### src/rtl/axi_master_port_if.sv
// AXI4 channel bundle (AW/W/B/AR/R) shared by the initiator and any responder.
`ifndef AXI_ID_BITS
`define AXI_ID_BITS 4
`endif

interface axi_master_port_if;
    logic [`AXI_ID_BITS-1:0] AWID;
    logic [31:0]             AWADDR;
    logic [3:0]              AWLEN;
    logic [2:0]              AWSIZE;
    logic [1:0]              AWBURST;
    logic                    AWVALID;
    logic                    AWREADY;

    logic [31:0]             WDATA;
    logic [3:0]              WSTRB;
    logic                    WLAST;
    logic                    WVALID;
    logic                    WREADY;

    logic [`AXI_ID_BITS-1:0] BID;
    logic [1:0]              BRESP;
    logic                    BVALID;
    logic                    BREADY;

    logic [`AXI_ID_BITS-1:0] ARID;
    logic [31:0]             ARADDR;
    logic [3:0]              ARLEN;
    logic [2:0]              ARSIZE;
    logic [1:0]              ARBURST;
    logic                    ARVALID;
    logic                    ARREADY;

    logic [`AXI_ID_BITS-1:0] RID;
    logic [31:0]             RDATA;
    logic [1:0]              RRESP;
    logic                    RLAST;
    logic                    RVALID;
    logic                    RREADY;

    modport master (
        output AWID, AWADDR, AWLEN, AWSIZE, AWBURST, AWVALID,
        input  AWREADY,
        output WDATA, WSTRB, WLAST, WVALID,
        input  WREADY,
        input  BID, BRESP, BVALID,
        output BREADY,
        output ARID, ARADDR, ARLEN, ARSIZE, ARBURST, ARVALID,
        input  ARREADY,
        input  RID, RDATA, RRESP, RLAST, RVALID,
        output RREADY
    );

    modport slave (
        input  AWID, AWADDR, AWLEN, AWSIZE, AWBURST, AWVALID,
        output AWREADY,
        input  WDATA, WSTRB, WLAST, WVALID,
        output WREADY,
        output BID, BRESP, BVALID,
        input  BREADY,
        input  ARID, ARADDR, ARLEN, ARSIZE, ARBURST, ARVALID,
        output ARREADY,
        output RID, RDATA, RRESP, RLAST, RVALID,
        input  RREADY
    );
endinterface

### src/rtl/axi_master_port.sv
// Single-outstanding AXI4 initiator: one-beat writes and 1..16-beat INCR reads
// issued from a simple core-side request, read beats streamed back as they land.
`ifndef AXI_ID_BITS
`define AXI_ID_BITS 4
`endif

// Every AXI channel uses valid/ready: a transfer happens on a rising clk edge
// where both are high; a raised valid is held with stable payload until then.
module axi_master_port #(
    parameter logic [`AXI_ID_BITS-1:0] MASTER_ID = 4'd0
) (
    input  logic        clk,
    input  logic        rst,
    input  logic        req,
    output logic        req_ready,
    input  logic        req_we,
    input  logic [31:0] req_addr,
    input  logic [31:0] req_wdata,
    input  logic [3:0]  req_wstrb,
    input  logic [3:0]  req_len,
    output logic [31:0] rdata,
    output logic        rdata_valid,
    output logic        done,
    output logic        resp_err,
    output logic [2:0]  state_dbg,
    axi_master_port_if.master axi
);

    typedef enum logic [2:0] {
        IDLE = 3'd0,
        WR   = 3'd1,
        WB   = 3'd2,
        RA   = 3'd3,
        RD   = 3'd4
    } state_t;

    state_t      state, state_nxt;
    logic [31:0] addr_q;
    logic [31:0] wdata_q;
    logic [3:0]  wstrb_q;
    logic [3:0]  len_q;
    logic        aw_pend, w_pend;
    logic [3:0]  cnt;
    logic        sticky;

    logic accept;
    logic b_fire;
    logic r_fire;
    logic beat_err;

    always_ff @(posedge clk or negedge rst) begin
        if (!rst) state <= IDLE;
        else      state <= state_nxt;
    end

    // The done cycle still counts as busy so req_ready returns one cycle later.
    always_comb begin
        state_nxt = state;
        accept    = 1'b0;
        b_fire    = 1'b0;
        r_fire    = 1'b0;
        beat_err  = 1'b0;
        case (state)
            IDLE: begin
                accept = req && !done;
                if (accept) state_nxt = req_we ? WR : RA;
            end
            WR: begin
                if ((!aw_pend || axi.AWREADY) && (!w_pend || axi.WREADY))
                    state_nxt = WB;
            end
            WB: begin
                b_fire = axi.BVALID;
                if (axi.BVALID) state_nxt = IDLE;
            end
            RA: begin
                if (axi.ARREADY) state_nxt = RD;
            end
            RD: begin
                r_fire   = axi.RVALID;
                beat_err = (axi.RRESP != 2'b00) || (axi.RID != MASTER_ID) ||
                           ((cnt == len_q) && !axi.RLAST);
                if (axi.RVALID && axi.RLAST) state_nxt = IDLE;
            end
            default: state_nxt = IDLE;
        endcase
    end

    always_ff @(posedge clk or negedge rst) begin
        if (!rst) begin
            addr_q      <= '0;
            wdata_q     <= '0;
            wstrb_q     <= '0;
            len_q       <= '0;
            aw_pend     <= 1'b0;
            w_pend      <= 1'b0;
            cnt         <= '0;
            sticky      <= 1'b0;
            rdata       <= '0;
            rdata_valid <= 1'b0;
            done        <= 1'b0;
            resp_err    <= 1'b0;
        end else begin
            rdata_valid <= 1'b0;
            done        <= 1'b0;
            resp_err    <= 1'b0;
            if (accept) begin
                addr_q  <= req_addr;
                wdata_q <= req_wdata;
                wstrb_q <= req_wstrb;
                len_q   <= req_len;
                aw_pend <= req_we;
                w_pend  <= req_we;
                cnt     <= '0;
                sticky  <= 1'b0;
            end
            if (state == WR) begin
                if (axi.AWREADY) aw_pend <= 1'b0;
                if (axi.WREADY)  w_pend  <= 1'b0;
            end
            if (b_fire) begin
                done     <= 1'b1;
                resp_err <= (axi.BRESP != 2'b00) || (axi.BID != MASTER_ID);
            end
            if (r_fire) begin
                rdata       <= axi.RDATA;
                rdata_valid <= 1'b1;
                if (cnt != 4'd15) cnt <= cnt + 4'd1;
                if (axi.RLAST) begin
                    done     <= 1'b1;
                    resp_err <= sticky || beat_err || (cnt != len_q);
                end else begin
                    sticky <= sticky || beat_err;
                end
            end
        end
    end

    assign req_ready = (state == IDLE) && !done;
    assign state_dbg = state;

    // AXI outputs depend only on registers and state, never on AXI inputs.
    assign axi.AWID    = (state == WR) ? MASTER_ID : '0;
    assign axi.AWADDR  = addr_q;
    assign axi.AWLEN   = 4'd0;
    assign axi.AWSIZE  = 3'b010;
    assign axi.AWBURST = 2'b01;
    assign axi.AWVALID = (state == WR) && aw_pend;

    assign axi.WDATA   = wdata_q;
    assign axi.WSTRB   = wstrb_q;
    assign axi.WVALID  = (state == WR) && w_pend;
    assign axi.WLAST   = (state == WR) && w_pend;

    assign axi.BREADY  = (state == WB);

    assign axi.ARID    = (state == RA) ? MASTER_ID : '0;
    assign axi.ARADDR  = addr_q;
    assign axi.ARLEN   = len_q;
    assign axi.ARSIZE  = 3'b010;
    assign axi.ARBURST = 2'b01;
    assign axi.ARVALID = (state == RA);

    assign axi.RREADY  = (state == RD);

endmodule

### src/flat_wrapper.sv
// flat-port wrapper written by rule: the top's interface ports become plain ports
module axi_master_port_flat 
#(
    parameter logic [`AXI_ID_BITS-1:0] MASTER_ID = 4'd0
)
  (clk, rst, req, req_ready, req_we, req_addr, req_wdata, req_wstrb, req_len, rdata, rdata_valid, done, resp_err, state_dbg, axi_AWID, axi_AWADDR, axi_AWLEN, axi_AWSIZE, axi_AWBURST, axi_AWVALID, axi_AWREADY, axi_WDATA, axi_WSTRB, axi_WLAST, axi_WVALID, axi_WREADY, axi_BID, axi_BRESP, axi_BVALID, axi_BREADY, axi_ARID, axi_ARADDR, axi_ARLEN, axi_ARSIZE, axi_ARBURST, axi_ARVALID, axi_ARREADY, axi_RID, axi_RDATA, axi_RRESP, axi_RLAST, axi_RVALID, axi_RREADY);
  axi_master_port_if axi_i ();
  input  logic clk;
  input  logic rst;
  input  logic req;
  output logic req_ready;
  input  logic req_we;
  input  logic [31:0] req_addr;
  input  logic [31:0] req_wdata;
  input  logic [3:0] req_wstrb;
  input  logic [3:0] req_len;
  output logic [31:0] rdata;
  output logic rdata_valid;
  output logic done;
  output logic resp_err;
  output logic [2:0] state_dbg;
  output wire logic [$bits(axi_i.AWID)-1:0] axi_AWID;
  output wire logic [$bits(axi_i.AWADDR)-1:0] axi_AWADDR;
  output wire logic [$bits(axi_i.AWLEN)-1:0] axi_AWLEN;
  output wire logic [$bits(axi_i.AWSIZE)-1:0] axi_AWSIZE;
  output wire logic [$bits(axi_i.AWBURST)-1:0] axi_AWBURST;
  output wire logic [$bits(axi_i.AWVALID)-1:0] axi_AWVALID;
  input wire logic [$bits(axi_i.AWREADY)-1:0] axi_AWREADY;
  output wire logic [$bits(axi_i.WDATA)-1:0] axi_WDATA;
  output wire logic [$bits(axi_i.WSTRB)-1:0] axi_WSTRB;
  output wire logic [$bits(axi_i.WLAST)-1:0] axi_WLAST;
  output wire logic [$bits(axi_i.WVALID)-1:0] axi_WVALID;
  input wire logic [$bits(axi_i.WREADY)-1:0] axi_WREADY;
  input wire logic [$bits(axi_i.BID)-1:0] axi_BID;
  input wire logic [$bits(axi_i.BRESP)-1:0] axi_BRESP;
  input wire logic [$bits(axi_i.BVALID)-1:0] axi_BVALID;
  output wire logic [$bits(axi_i.BREADY)-1:0] axi_BREADY;
  output wire logic [$bits(axi_i.ARID)-1:0] axi_ARID;
  output wire logic [$bits(axi_i.ARADDR)-1:0] axi_ARADDR;
  output wire logic [$bits(axi_i.ARLEN)-1:0] axi_ARLEN;
  output wire logic [$bits(axi_i.ARSIZE)-1:0] axi_ARSIZE;
  output wire logic [$bits(axi_i.ARBURST)-1:0] axi_ARBURST;
  output wire logic [$bits(axi_i.ARVALID)-1:0] axi_ARVALID;
  input wire logic [$bits(axi_i.ARREADY)-1:0] axi_ARREADY;
  input wire logic [$bits(axi_i.RID)-1:0] axi_RID;
  input wire logic [$bits(axi_i.RDATA)-1:0] axi_RDATA;
  input wire logic [$bits(axi_i.RRESP)-1:0] axi_RRESP;
  input wire logic [$bits(axi_i.RLAST)-1:0] axi_RLAST;
  input wire logic [$bits(axi_i.RVALID)-1:0] axi_RVALID;
  output wire logic [$bits(axi_i.RREADY)-1:0] axi_RREADY;
  assign axi_AWID = axi_i.AWID;
  assign axi_AWADDR = axi_i.AWADDR;
  assign axi_AWLEN = axi_i.AWLEN;
  assign axi_AWSIZE = axi_i.AWSIZE;
  assign axi_AWBURST = axi_i.AWBURST;
  assign axi_AWVALID = axi_i.AWVALID;
  assign axi_i.AWREADY = axi_AWREADY;
  assign axi_WDATA = axi_i.WDATA;
  assign axi_WSTRB = axi_i.WSTRB;
  assign axi_WLAST = axi_i.WLAST;
  assign axi_WVALID = axi_i.WVALID;
  assign axi_i.WREADY = axi_WREADY;
  assign axi_i.BID = axi_BID;
  assign axi_i.BRESP = axi_BRESP;
  assign axi_i.BVALID = axi_BVALID;
  assign axi_BREADY = axi_i.BREADY;
  assign axi_ARID = axi_i.ARID;
  assign axi_ARADDR = axi_i.ARADDR;
  assign axi_ARLEN = axi_i.ARLEN;
  assign axi_ARSIZE = axi_i.ARSIZE;
  assign axi_ARBURST = axi_i.ARBURST;
  assign axi_ARVALID = axi_i.ARVALID;
  assign axi_i.ARREADY = axi_ARREADY;
  assign axi_i.RID = axi_RID;
  assign axi_i.RDATA = axi_RDATA;
  assign axi_i.RRESP = axi_RRESP;
  assign axi_i.RLAST = axi_RLAST;
  assign axi_i.RVALID = axi_RVALID;
  assign axi_RREADY = axi_i.RREADY;
  axi_master_port #(.MASTER_ID(MASTER_ID)) u_core (.clk(clk), .rst(rst), .req(req), .req_ready(req_ready), .req_we(req_we), .req_addr(req_addr), .req_wdata(req_wdata), .req_wstrb(req_wstrb), .req_len(req_len), .rdata(rdata), .rdata_valid(rdata_valid), .done(done), .resp_err(resp_err), .state_dbg(state_dbg), .axi(axi_i));
endmodule
### config.mk
export PLATFORM = sky130hd
export DESIGN_NAME = axi_master_port_flat
export DESIGN_NICKNAME = d
export VERILOG_FILES = /design/src/rtl/axi_master_port_if.sv /design/src/rtl/axi_master_port.sv /design/src/flat_wrapper.sv
export SDC_FILE = /design/constraint.sdc
export NUM_CORES = 1
export LEC_CHECK = 0
export ABC_AREA = 1
export CORE_MARGIN = 3
export CORE_UTILIZATION = 38
export DETAILED_ROUTE_END_ITERATION = 8
export PLACE_DENSITY = 0.87
export RECOVER_POWER = 25
export SKIP_CTS_REPAIR_TIMING = 1
export SYNTH_ARGS = -nofsm -noshare
export SYNTH_HDL_FRONTEND = slang
export SYNTH_SLANG_ARGS = --single-unit
### constraint.sdc
create_clock -name clk -period 1.7 [get_ports clk]
set_input_delay 0.34 -clock clk [delete_from_list [all_inputs] [get_ports clk]]
set_output_delay 0.34 -clock clk [all_outputs]
set_load 0.02 [all_outputs]
# After elaboration in Yosys (flattened, before gate mapping)
# Index checks and enable logic that the tools add are counted.
# Widths: inputs -> output; s select.
[classes]
n_addsub = 1
n_eq_ne = 12
mux = 30
reduce_logical = 24
[ops]
columns = ["cell", "count"]
rows = [
  ["$mux 1", 20],
  ["$mux 3", 5],
  ["$pmux 3 s5", 1],
  ["$mux 4", 3],
  ["$ne 2x1->1 const B", 4],
  ["$reduce_bool 4->1", 2],
  ["$logic_and 1x1->1", 7],
  ["$logic_or 1x1->1", 7],
  ["$eq 3x2->1 const B", 2],
  ["$reduce_and 5->1", 1],
  ["$add 4x1->4 const B", 1],
  ["$eq 4x4->1", 1],
  ["$logic_not 1->1", 4],
  ["$ne 4x4->1", 1],
  ["$ne 4x4->1 const B", 1],
  ["$reduce_bool 2->1", 2],
  ["$eq 3x1->1 const B", 1],
  ["$eq 3x3->1 const B", 1],
  ["$logic_not 3->1", 1],
  ["$mux 2", 1],
  ["$ne 2x2->1 const B", 1],
]
[totals]
regBits = 117
in_bits = 126
output_inout_bits = 171
word_cells = 80

# Longest topological paths before layout
# Gate-level depths: netlist (run 1).
[logic_depth]
ltp_word = 8
mapped_depth = 10

# Least setup slack after synthesis (run 1)
# OpenSTA, ideal clock, no wires.
[synth_timing]
kind = "register to output"
startpoint = "register u_core.state[2], in the netlist u_core.state_dbg[2]"
endpoint = "output port axi_WVALID"
arrival_ns = 1.236
setup_slack_ns = 0.124
stages_incl_launch_ff = 5
n_path_buf = 1
path_cell_list = "dfrtp_1 inv_1 nand3_1 nor2_1 buf_4"
[synth_via]
elab_chain_cells = 2
[synth_rtl]
columns = ["item", "line", "rtl"]
rows = [
  ["start: declaration", "axi_master_port.sv:37", "state_t state, state_nxt;"],
  ["start signal: assignment", "axi_master_port.sv:53", "else state <= state_nxt;"],
  ["$eq 3x1->1", "-", ""],
  ["$logic_and 1x1->1", "-", ""],
  ["end: declaration", "flat_wrapper.sv:32", "output wire logic [$bits(axi_i.WVALID)-1:0] axi_WVALID;"],
]
# No other way between the ends.

# Worst setup path in the final report (run 1)
[layout_timing]
startpoint = "register u_core.state[1], in the netlist u_core.state_dbg[1]"
endpoint = "output port axi_WVALID"
[layout_via]
elab_chain_cells = 2
[layout_rtl]
columns = ["item", "line", "rtl"]
rows = [
  ["$eq 3x1->1", "axi_master_port.sv:152", "assign axi.WVALID = (state == WR) && w_pend;"],
  ["$logic_and 1x1->1", "axi_master_port.sv:152", ""],
]
# No other way between the ends.

==> parameters.txt, run 1 <==
Parameter                              Value

Power
  Power per cell area    1910 mW/mm2
  Static Leak    0.00590 uW
  Clock group share of total power    0.192
  Int Power    9890 uW
  Power share of the combinational group    0.511
  Worst supply voltage drop on vdd    1090 uV
  Share of power burned in registers    0.297
  Sw Pwr    6730 uW
  Switching part of the total    0.405

Synthesis
  Synthesized netlist cell count    614
  Largest area contributor in the synthesized netlist    sky130_fd_sc_hd__dfrtp_1
  Cell types occupying the most area after synthesis    sky130_fd_sc_hd__dfrtp_1 (57%), sky130_fd_sc_hd__nand2_1 (25%), sky130_fd_sc_hd__buf_4 (8.2%), sky130_fd_sc_hd__inv_1 (1.8%), sky130_fd_sc_hd__buf_2 (1.2%)
  Asr flop ratio synth    1.00
  Number of different library cells in the post-synthesis netlist    27
  Most used flip-flop cell after synthesis    sky130_fd_sc_hd__dfrtp_1
  Synth top area share    0.573
  Fraction of the yosys area taken by sequential cells    0.573
  Yosys reg bits    117
  Most frequent cell after synthesis    sky130_fd_sc_hd__nand2_1
  Number of enable flip-flop cells after synthesis    0
  Synthesized area divided by synthesized cell count    8.33 um2
  Most numerous cell types in the synthesized netlist    sky130_fd_sc_hd__nand2_1 (338), sky130_fd_sc_hd__dfrtp_1 (117), sky130_fd_sc_hd__buf_4 (56), sky130_fd_sc_hd__inv_1 (25), sky130_fd_sc_hd__nor2_1 (16)
  Post-synthesis instance area    0.00511 mm2
  Number of warnings issued by yosys    0

Critical path
  Worst Path Class, Setup    reg2out
  Arrival time of data at the critical path endpoint    1340 ps
  Critical Path Sink Type    output port
  Startpoint types    flop
  Critical path buffers and inverters    2
  Slowest stage cell on the critical path    sky130_fd_sc_hd__dfrtp_1
  Peak per-stage delay on the critical path    410 ps
  Worst Path Required    1360 ps
  Highest net fanout along the worst path    3
  Ordered list of cells on the worst path    inv_1, nand3_2, nor2_4, buf_2
  Largest delay share family, worst path    flip-flops

Route
  Detail-routed net length per standard cell    14.7 um
  DRT Wirelength    15.5 mm
  Number of DRC markers in iteration 0    238
  Vias    4751
  ANT nets after route    0
  Total DRC errors in the routed layout    0
  Number of vias per cell    4.50
  First-pass DRT Iterations    4

Final layout
  Layout area overhead    70.4%
  Number of antenna cells inserted    0
  Fraction of layout instances using a drive strength above 1    0.0759
  Final core area utilization    0.677
  Final net count    1000
  Non-Filler Cell Area, Final    0.00871 mm2

Clock network
  Insertion delay to the later sink of the worst-skew pair    400 ps
  Clock-pin slew on the worst setup and hold paths    50 ps
  Clk root buf    sky130_fd_sc_hd__clkbuf_16
  TritonCTS Sinks    117
  Num CTS Buffers    17
  Max clock buf depth    2
  Clock tree from TritonCTS    yes
  H-tree lvl count    4

Die
  Placement Rows    41
  Height of the chip    122 um
  Horiz. Die Dim    122 um
  Boundary pin count    297
  Total die area    0.0149 mm2
  Effective utilization at floorplan    0.397
  Core ar.    0.0129 mm2

STA
  Achievable Freq    596 MHz
  Slew of the pin with the lowest slew margin    817 ps
  Unrepaired setup endpoints after global routing    yes
  Period minus WS final    1680 ps
  Count of final max-slew check failures    0
  Period utilization    0.988
  Worst max-slew margin expressed relative to the limit    0.455
  Aggregate negative setup slack    0 ps
  Final number of hold-violating endpoints    0
  Number of setup violations in the final report    0
  Post-route clock skew    6.72 ps

Placed design
  Placed wire-length estimate after detailed placement    11.4 mm
  Total of buffers placed on input and output ports    274
  Placed cell area    0.00785 mm2
  GPL Wtd Cong    0.801

GRT
  Via count of the first global-routing pass    4667
  Pin count of the biggest net entering global routing    48
  Total GRT Usage    0.199
  Global-route wire length before repair    23.1 mm
  Remaining Overflow, GRT    0
  Number of antenna violations at the first check in global routing    0

Outcome
  Run status    finished, final reports clean

Flow run
  Max-capacitance violation count    0

Hold path
  Min-Delay Path Class    in2async
-- power by group through the flow --
stage,clock network [uW],logic (uW),registers (uW)
2_1_floorplan,0,3260,6450
3_3_place_gp,0,8660,4970
3_5_place_dp,0,8820,5000
4_1_cts,3270,8850,5000
5_1_grt,3420,9130,5100
6_report,3190,8490,4940
-- registers in the layout, indices dropped and copies added (netlist names) --
register            flops
u_core.axi.ARADDR      32
u_core.axi.WDATA       32
u_core.rdata           32
u_core.axi.ARLEN        4
u_core.axi.WSTRB        4
u_core.cnt              4
u_core.state_dbg        3
u_core.aw_pend          1
u_core.done             1
u_core.rdata_valid      1
u_core.resp_err         1
u_core.sticky           1
u_core.w_pend           1
-- kinds of logic after synthesis --
kind of cell               synth area share
and+or+nand+nor                       0.277
DFF                                   0.573
buffers and inverters                 0.122
adders and majority gates           0.00245
AOI/OAI and AO/OA                    0.0245
other                               0.00147
-- cells in the final DEF (no fill, tap or decap), types with 2 or more instances in the layout --
cell type                         count
sky130_fd_sc_hd__a21oi_1              2
sky130_fd_sc_hd__buf_12               3
sky130_fd_sc_hd__buf_2                2
sky130_fd_sc_hd__buf_4               20
sky130_fd_sc_hd__buf_6                2
sky130_fd_sc_hd__clkbuf_1             4
sky130_fd_sc_hd__clkbuf_16           17
sky130_fd_sc_hd__clkbuf_2             2
sky130_fd_sc_hd__clkbuf_8             2
sky130_fd_sc_hd__clkdlybuf4s50_1    124
sky130_fd_sc_hd__clkinv_2             5
sky130_fd_sc_hd__conb_1              22
sky130_fd_sc_hd__dfrtp_1            116
sky130_fd_sc_hd__dlymetal6s2s_1     142
sky130_fd_sc_hd__inv_1               24
sky130_fd_sc_hd__inv_2                2
sky130_fd_sc_hd__nand2_1            337
sky130_fd_sc_hd__nand3_1              8
sky130_fd_sc_hd__nor2_1              13
sky130_fd_sc_hd__nor2_2               3
sky130_fd_sc_hd__nor2_4               2
sky130_fd_sc_hd__o21ai_0              9
sky130_fd_sc_hd__o21ai_1              3
sky130_fd_sc_hd__o22ai_1              3
-- per-layer routing --
layer,global-route usage,wire (um)
met5,0,0
met4,0.0700,235
met3,0.0822,1500
met1,0.229,5830
met2,0.336,7920
-- stage by stage --
step	setup WS [ps]	hold WS (ps)	cells	total power, uW
6_report	21.2	364	1055	16600
5_1_grt	-55.6	355	1055	17700
4_1_cts	-540	-193	1054	17100
3_5_place_dp	-77.3	242	1025	13800
3_3_place_gp	-30.7	237	1025	13600
2_1_floorplan	124	44.4	634	9710
-- final timing paths --
check                                          from                to  slack (ps)  cells past startpoint
worst max-delay path            u_core.state_dbg[1]        axi_WVALID          20                      4
min in group clk                   u_core.rdata[28]  u_core.rdata[28]         460                      2
worst min-delay path                            rst  u_core.rdata[11]         360                      2
worst min register to register     u_core.rdata[28]  u_core.rdata[28]         460                      2
worst max register to register  u_core.state_dbg[1]     u_core.w_pend          90                      9
max in group asynchronous                       rst  u_core.rdata[21]         280                      3
-- final cells by class --
type                       count  area, um2
multi-input combinational    413       1650
timing repair buffer         297       3290
tap                          172        215
clock inverter                 6       55.1
clock buffer                  23        468
inverter                      27        104
fill                         947       4160
sequential                   117       2930
Note: power is estimated with default switching activity, not from simulation.
==> inputs of run 2 (changes only) <==
--- a/config.mk
+++ b/config.mk
@@ -5,11 +5,14 @@
 export SDC_FILE = /design/constraint.sdc
 export NUM_CORES = 1
 export LEC_CHECK = 0
-export ABC_AREA = 1
+export ABC_AREA = 0
+export CELL_PAD_IN_SITES_DETAIL_PLACEMENT = 1
+export CELL_PAD_IN_SITES_GLOBAL_PLACEMENT = 2
+export CORE_ASPECT_RATIO = 0.75
 export CORE_MARGIN = 3
-export CORE_UTILIZATION = 38
+export CORE_UTILIZATION = 20
 export DETAILED_ROUTE_END_ITERATION = 8
-export PLACE_DENSITY = 0.87
+export PLACE_DENSITY = 0.85
 export RECOVER_POWER = 25
 export SKIP_CTS_REPAIR_TIMING = 1
 export SYNTH_ARGS = -nofsm -noshare
==> parameters.txt, run 2 <==
Parameter                              Value

Final layout
  Number of antenna cells inserted    0
  Final net count    970
  Non-Filler Cell Area, Final    0.00912 mm2
  Most common cell after layout, fill and taps aside    sky130_fd_sc_hd__nand2_1
  Fraction of layout instances using a drive strength above 1    0.106
  Layout area overhead    78.7%
  Fill count    2759
  Highest-count cells in the layout ignoring fill and taps    sky130_fd_sc_hd__nand2_1 (318), sky130_fd_sc_hd__dlymetal6s2s_1 (142), sky130_fd_sc_hd__clkdlybuf4s50_1 (124)

Synthesis
  Most numerous cell types in the synthesized netlist    sky130_fd_sc_hd__nand2_1 (318), sky130_fd_sc_hd__dfrtp_1 (117), sky130_fd_sc_hd__buf_4 (60), sky130_fd_sc_hd__clkbuf_1 (10)
  Synth top area share    0.574
  Most used flip-flop cell after synthesis    sky130_fd_sc_hd__dfrtp_1
  Cell types occupying the most area after synthesis    sky130_fd_sc_hd__dfrtp_1 (57%), sky130_fd_sc_hd__nand2_1 (23%), sky130_fd_sc_hd__buf_4 (8.8%), sky130_fd_sc_hd__buf_6 (1.3%), sky130_fd_sc_hd__clkbuf_1 (0.74%)
  Number of warnings issued by yosys    0
  Post-synthesis instance area    0.00510 mm2
  Most frequent cell after synthesis    sky130_fd_sc_hd__nand2_1
  Synthesized area divided by synthesized cell count    8.86 um2
  Asr flop ratio synth    1.00
  Number of enable flip-flop cells after synthesis    0
  Yosys reg bits    117
  Number of different library cells in the post-synthesis netlist    39
  Largest area contributor in the synthesized netlist    sky130_fd_sc_hd__dfrtp_1
  Synthesized netlist cell count    576
  Fraction of the yosys area taken by sequential cells    0.574

GRT
  Global-route wire length before repair    27.9 mm
  Total GRT Usage    0.133
  Number of antenna violations at the first check in global routing    0
  Remaining Overflow, GRT    0
  Pin count of the biggest net entering global routing    83
  Via count of the first global-routing pass    4956

STA
  Count of final max-slew check failures    0
  Slew of the pin with the lowest slew margin    927 ps
  Setup ws final    -204 ps
  Period minus WS final    1900 ps
  Final number of hold-violating endpoints    0
  Worst max-slew margin expressed relative to the limit    0.382
  Achievable Freq    525 MHz
  Number of setup violations in the final report    6
  Unrepaired setup endpoints after global routing    yes
  Period utilization    1.12
  Post-route clock skew    8.32 ps

Power
  Clock group share of total power    0.217
  Worst supply voltage drop on vdd    785 uV
  Int Power    10100 uW
  Power per cell area    1830 mW/mm2
  Power share of the combinational group    0.492
  Switching part of the total    0.395
  Share of power burned in registers    0.290
  Static Leak    0.00597 uW
  Sw Pwr    6580 uW
  Overall power of the completed layout    16700 uW

Route
  DRT Wirelength    18.9 mm
  Number of vias per cell    3.96
  Number of DRC markers in iteration 0    107
  Total DRC errors in the routed layout    0
  ANT nets after route    0
  First-pass DRT Iterations    4
  Vias    4697
  Detail-routed net length per standard cell    15.9 um

Outcome
  Run status    finished with violations
  Violations in the final reports    setup timing

Die
  Horiz. Die Dim    190 um
  Boundary pin count    297
  Total die area    0.0275 mm2
  Placement Rows    49
  Core ar.    0.0245 mm2
  Effective utilization at floorplan    0.208
  Height of the chip    144 um

Flow run
  Max-capacitance violation count    0

Clock network
  Clock tree from TritonCTS    yes
  Clock-pin slew on the worst setup and hold paths    60 ps
  TritonCTS Sinks    117
  H-tree lvl count    4
  Num CTS Buffers    17
  Max clock buf depth    2
  Insertion delay to the later sink of the worst-skew pair    420 ps
  Clk root buf    sky130_fd_sc_hd__clkbuf_16

Hold path
  Min-Delay Path Class    in2reg

Placed design
  Pre-CTS setup slack    -413 ps
  Total of buffers placed on input and output ports    274
  GPL Wtd Cong    0.703
  Placed cell area    0.00807 mm2
  Placed wire-length estimate after detailed placement    14.0 mm

Critical path
  Critical Path Sink Type    output port
  Worst Path Required    1360 ps
  Arrival time of data at the critical path endpoint    1560 ps
  Highest net fanout along the worst path    4
  Startpoint types    flop
  Worst Path Class, Setup    reg2out
## run 2: metrics by stage
| stage | hold WS [ps] | setup TNS [ps] | util | instances |
|---|---|---|---|---|
| after floorplan | 44.4 | -1.07 | - | 596 |
| after global placement | 429 | -30890 | 0.329 | 1151 |
| after detailed placement | 432 | -33730 | 0.329 | 1151 |
| after CTS | -23.8 | -25810 | 0.353 | 1183 |
| after global routing | 432 | -1220 | 0.372 | 1187 |
| final | 448 | -654 | 0.372 | 1187 |
## run 2: cell type report
cell class,instances,area (um2),share of cell area
Clock buffer,23,488,0.0535
Clock inverter,9,100,0.0110
Inverter,5,22.5,0.00247
Multi-Input combinational cell,391,1750,0.192
Sequential cell,117,2930,0.321
Tap cell,331,414,0.0454
Timing Repair Buffer,311,3420,0.375
## run 2: final timing paths
kind | startpoint | endpoint | slack (ps) | cells after the start
worst min-delay path | req_addr[12] | u_core.axi.ARADDR[12] | 450 | 3
worst min register to register | u_core.axi.WDATA[18] | u_core.axi.WDATA[18] | 460 | 2
worst max-delay path | u_core.state_dbg[0] | req_ready | -200 | 4
worst max register to register | u_core.state_dbg[0] | u_core.axi.WDATA[14] | 70 | 5
min in group asynchronous | rst | u_core.axi.ARADDR[28] | 680 | 3
max in group asynchronous | rst | u_core.axi.ARADDR[2] | 340 | 3
## run 2: metal layers
layer / global-route usage / routed length [um] / vias to the layer above / share of wire
met5: 0 / 0 / - / 0
met4: 0.0340 / 191 / 0 / 0.010
met3: 0.0657 / 2030 / 13 / 0.11
met2: 0.219 / 8890 / 199 / 0.47
met1: 0.155 / 7740 / 2248 / 0.41
li1: - / - / 2237 / -
## run 2: critical path: stages, from the launching register on
cell and delay (ps):
sky130_fd_sc_hd__dfrtp_2 430, sky130_fd_sc_hd__buf_6 130, sky130_fd_sc_hd__buf_4 140, sky130_fd_sc_hd__nor4_4 250, sky130_fd_sc_hd__buf_4 190
## run 2: power groups by stage
stage	Sequential [uW]	Combinational [uW]	Clock [uW]
global placement	4900	8290	0
floorplan	6230	3070	0
global route	5020	8900	3880
CTS	4910	8450	3770
finish	4840	8200	3620
detailed placement	4940	8420	0
## run 2: logic make-up after synthesis
logic type / after synthesis / synth area share
XOR/XNOR: 5 / 0.00858
AND/OR/NAND/NOR: 343 / 0.263
multiplexers: 2 / 0.00441
other: 2 / 0.00147
flip-flops: 117 / 0.574
AO/OA/AOI/OAI: 18 / 0.0270
buffers and inverters: 88 / 0.119
adder cells (fa/ha/maj): 1 / 0.00245
==> inputs of run 3 (changes only) <==
==> constraint.sdc (replaced) <==
create_clock -name clk -period 1.88 [get_ports clk]
set_input_delay 0.376 -clock clk [delete_from_list [all_inputs] [get_ports clk]]
set_output_delay 0.376 -clock clk [all_outputs]
set_load 0.02 [all_outputs]
==> parameters.txt, run 3 (synthesis gave the netlist of run 2 again) <==
Parameter                              Value

Clock network
  Clock-pin slew on the worst setup and hold paths    50 ps
  Clock tree from TritonCTS    yes
  Max clock buf depth    2
  TritonCTS Sinks    117
  Clk root buf    sky130_fd_sc_hd__clkbuf_16
  Num CTS Buffers    17
  Insertion delay to the later sink of the worst-skew pair    410 ps
  H-tree lvl count    4

Final layout
  Highest-count cells in the layout ignoring fill and taps    sky130_fd_sc_hd__nand2_1 (318), sky130_fd_sc_hd__clkdlybuf4s50_1 (254), sky130_fd_sc_hd__dfrtp_1 (117)
  Final std cells w/o fill    1182
  Layout area overhead    70.0%
  Fraction of layout instances using a drive strength above 1    0.0905
  Final net count    965
  Final core area utilization    0.354
  Non-Filler Cell Area, Final    0.00868 mm2
  Number of antenna cells inserted    0
  Most common cell after layout, fill and taps aside    sky130_fd_sc_hd__nand2_1

Route
  Total DRC errors in the routed layout    0
  Number of DRC markers in iteration 0    107
  DRT Wirelength    18.5 mm
  ANT nets after route    0
  Detail-routed net length per standard cell    15.6 um
  Number of vias per cell    3.93
  First-pass DRT Iterations    4
  Vias    4640

Outcome
  Run status    finished with violations
  Violations in the final reports    setup timing

Placed design
  Total of buffers placed on input and output ports    274
  GPL Wtd Cong    0.735
  Pre-CTS setup slack    -266 ps
  Placed wire-length estimate after detailed placement    14.1 mm
  Number of instances in the placed design    1149
  Placed cell area    0.00806 mm2

Critical path
  Arrival time of data at the critical path endpoint    1560 ps
  Worst Path Class, Setup    reg2out
  Capture point of the worst path    req_ready
  Highest net fanout along the worst path    10
  R2r endpoint    u_core.axi.ARADDR[15]
  Startpoint of the worst setup timing path    u_core.state_dbg[1]
  Startpoint types    flop
  Critical Path Sink Type    output port
  Worst Path Required    1500 ps
  Register-to-register setup slack    -30 ps
  Worst flop-to-flop path startpoint    u_core.state_dbg[1]
  Number of cells on the worst reg-to-reg path    6

STA
  Period minus WS final    1930 ps
  Number of setup violations in the final report    28
  Slew of the pin with the lowest slew margin    928 ps
  Final number of hold-violating endpoints    0
  Setup ws final    -51.1 ps
  Count of final max-slew check failures    0
  Post-route clock skew    6.17 ps
  Period utilization    1.03
  Unrepaired setup endpoints after global routing    yes
  Worst max-slew margin expressed relative to the limit    0.381
  Achievable Freq    518 MHz

GRT
  Global-route wire length before repair    28.1 mm
  Pin count of the biggest net entering global routing    64
  Number of antenna violations at the first check in global routing    2
  Remaining Overflow, GRT    0
  Total GRT Usage    0.133
  Via count of the first global-routing pass    4992

Die
  Placement Rows    49
  Boundary pin count    297
  Effective utilization at floorplan    0.208
  Core ar.    0.0245 mm2
  Total die area    0.0275 mm2
  Horiz. Die Dim    190 um
  Height of the chip    144 um

Power
  Static Leak    0.00427 uW
  Power per cell area    1750 mW/mm2
  Worst supply voltage drop on vdd    619 uV

Flow run
  Max-capacitance violation count    0

Hold path
  Number of cells traversed by the worst hold path    2
  Min-Delay Path Class    reg2reg
==> run 3: changes by cell type in the layout (fill, tap and decap cells not counted), sizes merged <==
cell,change
clkinvlp,-1
clkdlybuf4s50,+130
inv,+1
dlymetal6s2s,-130
buf,-7
clkbuf,+2
==> run 3: metal layers <==
metal  GRT usage  wire length (um)  up-vias
met2       0.222              8810      187
met3      0.0645              1890       15
li1            -                 -     2225
met4      0.0359               155        4
met5           0                27        -
met1       0.154              7600     2209
==> run 3: area by class of cell <==
| type | instances | area, um2 |
|---|---|---|
| Multi-Input combinational cell | 391 | 1680 |
| Fill cell | 2831 | 15800 |
| Tap cell | 331 | 414 |
| Sequential cell | 117 | 2930 |
| Timing Repair Buffer | 306 | 3050 |
| Clock inverter | 9 | 100 |
| Clock buffer | 23 | 488 |
| Inverter | 5 | 18.8 |
==> run 3: critical path, stage by stage (launching register included) <==
cell and delay [ps]:
sky130_fd_sc_hd__dfrtp_1 380, sky130_fd_sc_hd__buf_4 170, sky130_fd_sc_hd__buf_4 160, sky130_fd_sc_hd__nor4_4 250
sky130_fd_sc_hd__buf_4 190
==> run 3: report_power, final <==
group | switching, uW | internal (uW) | total, uW
clock | 1170 | 2080 | 3250
combinational | 4000 | 3540 | 7530
sequential | 765 | 3640 | 4410
==> run 3: worst min-delay path by stage <==
stage	slack (ps)	to	start
global placement	420	u_core.axi.WDATA[25]	rst
global route	480	u_core.axi.WDATA[7]	req_wdata[7]
CTS	-40	u_core.axi.WDATA[28]	rst
finish	470	u_core.axi.WDATA[31]	u_core.axi.WDATA[31]
floorplan	80	u_core.aw_pend	rst
detailed placement	420	u_core.axi.WDATA[25]	rst
==> run 3: per-stage QoR <==
step / TNS (ps) / hold WS, ps / power, uW
6_report: -488 / 470 / 15200
5_1_grt: -2940 / 476 / 16200
4_1_cts: -3490 / -42.2 / 15500
3_5_place_dp: -15840 / 420 / 12100
3_3_place_gp: -12930 / 416 / 12000
2_1_floorplan: 0 / 80.4 / 8380
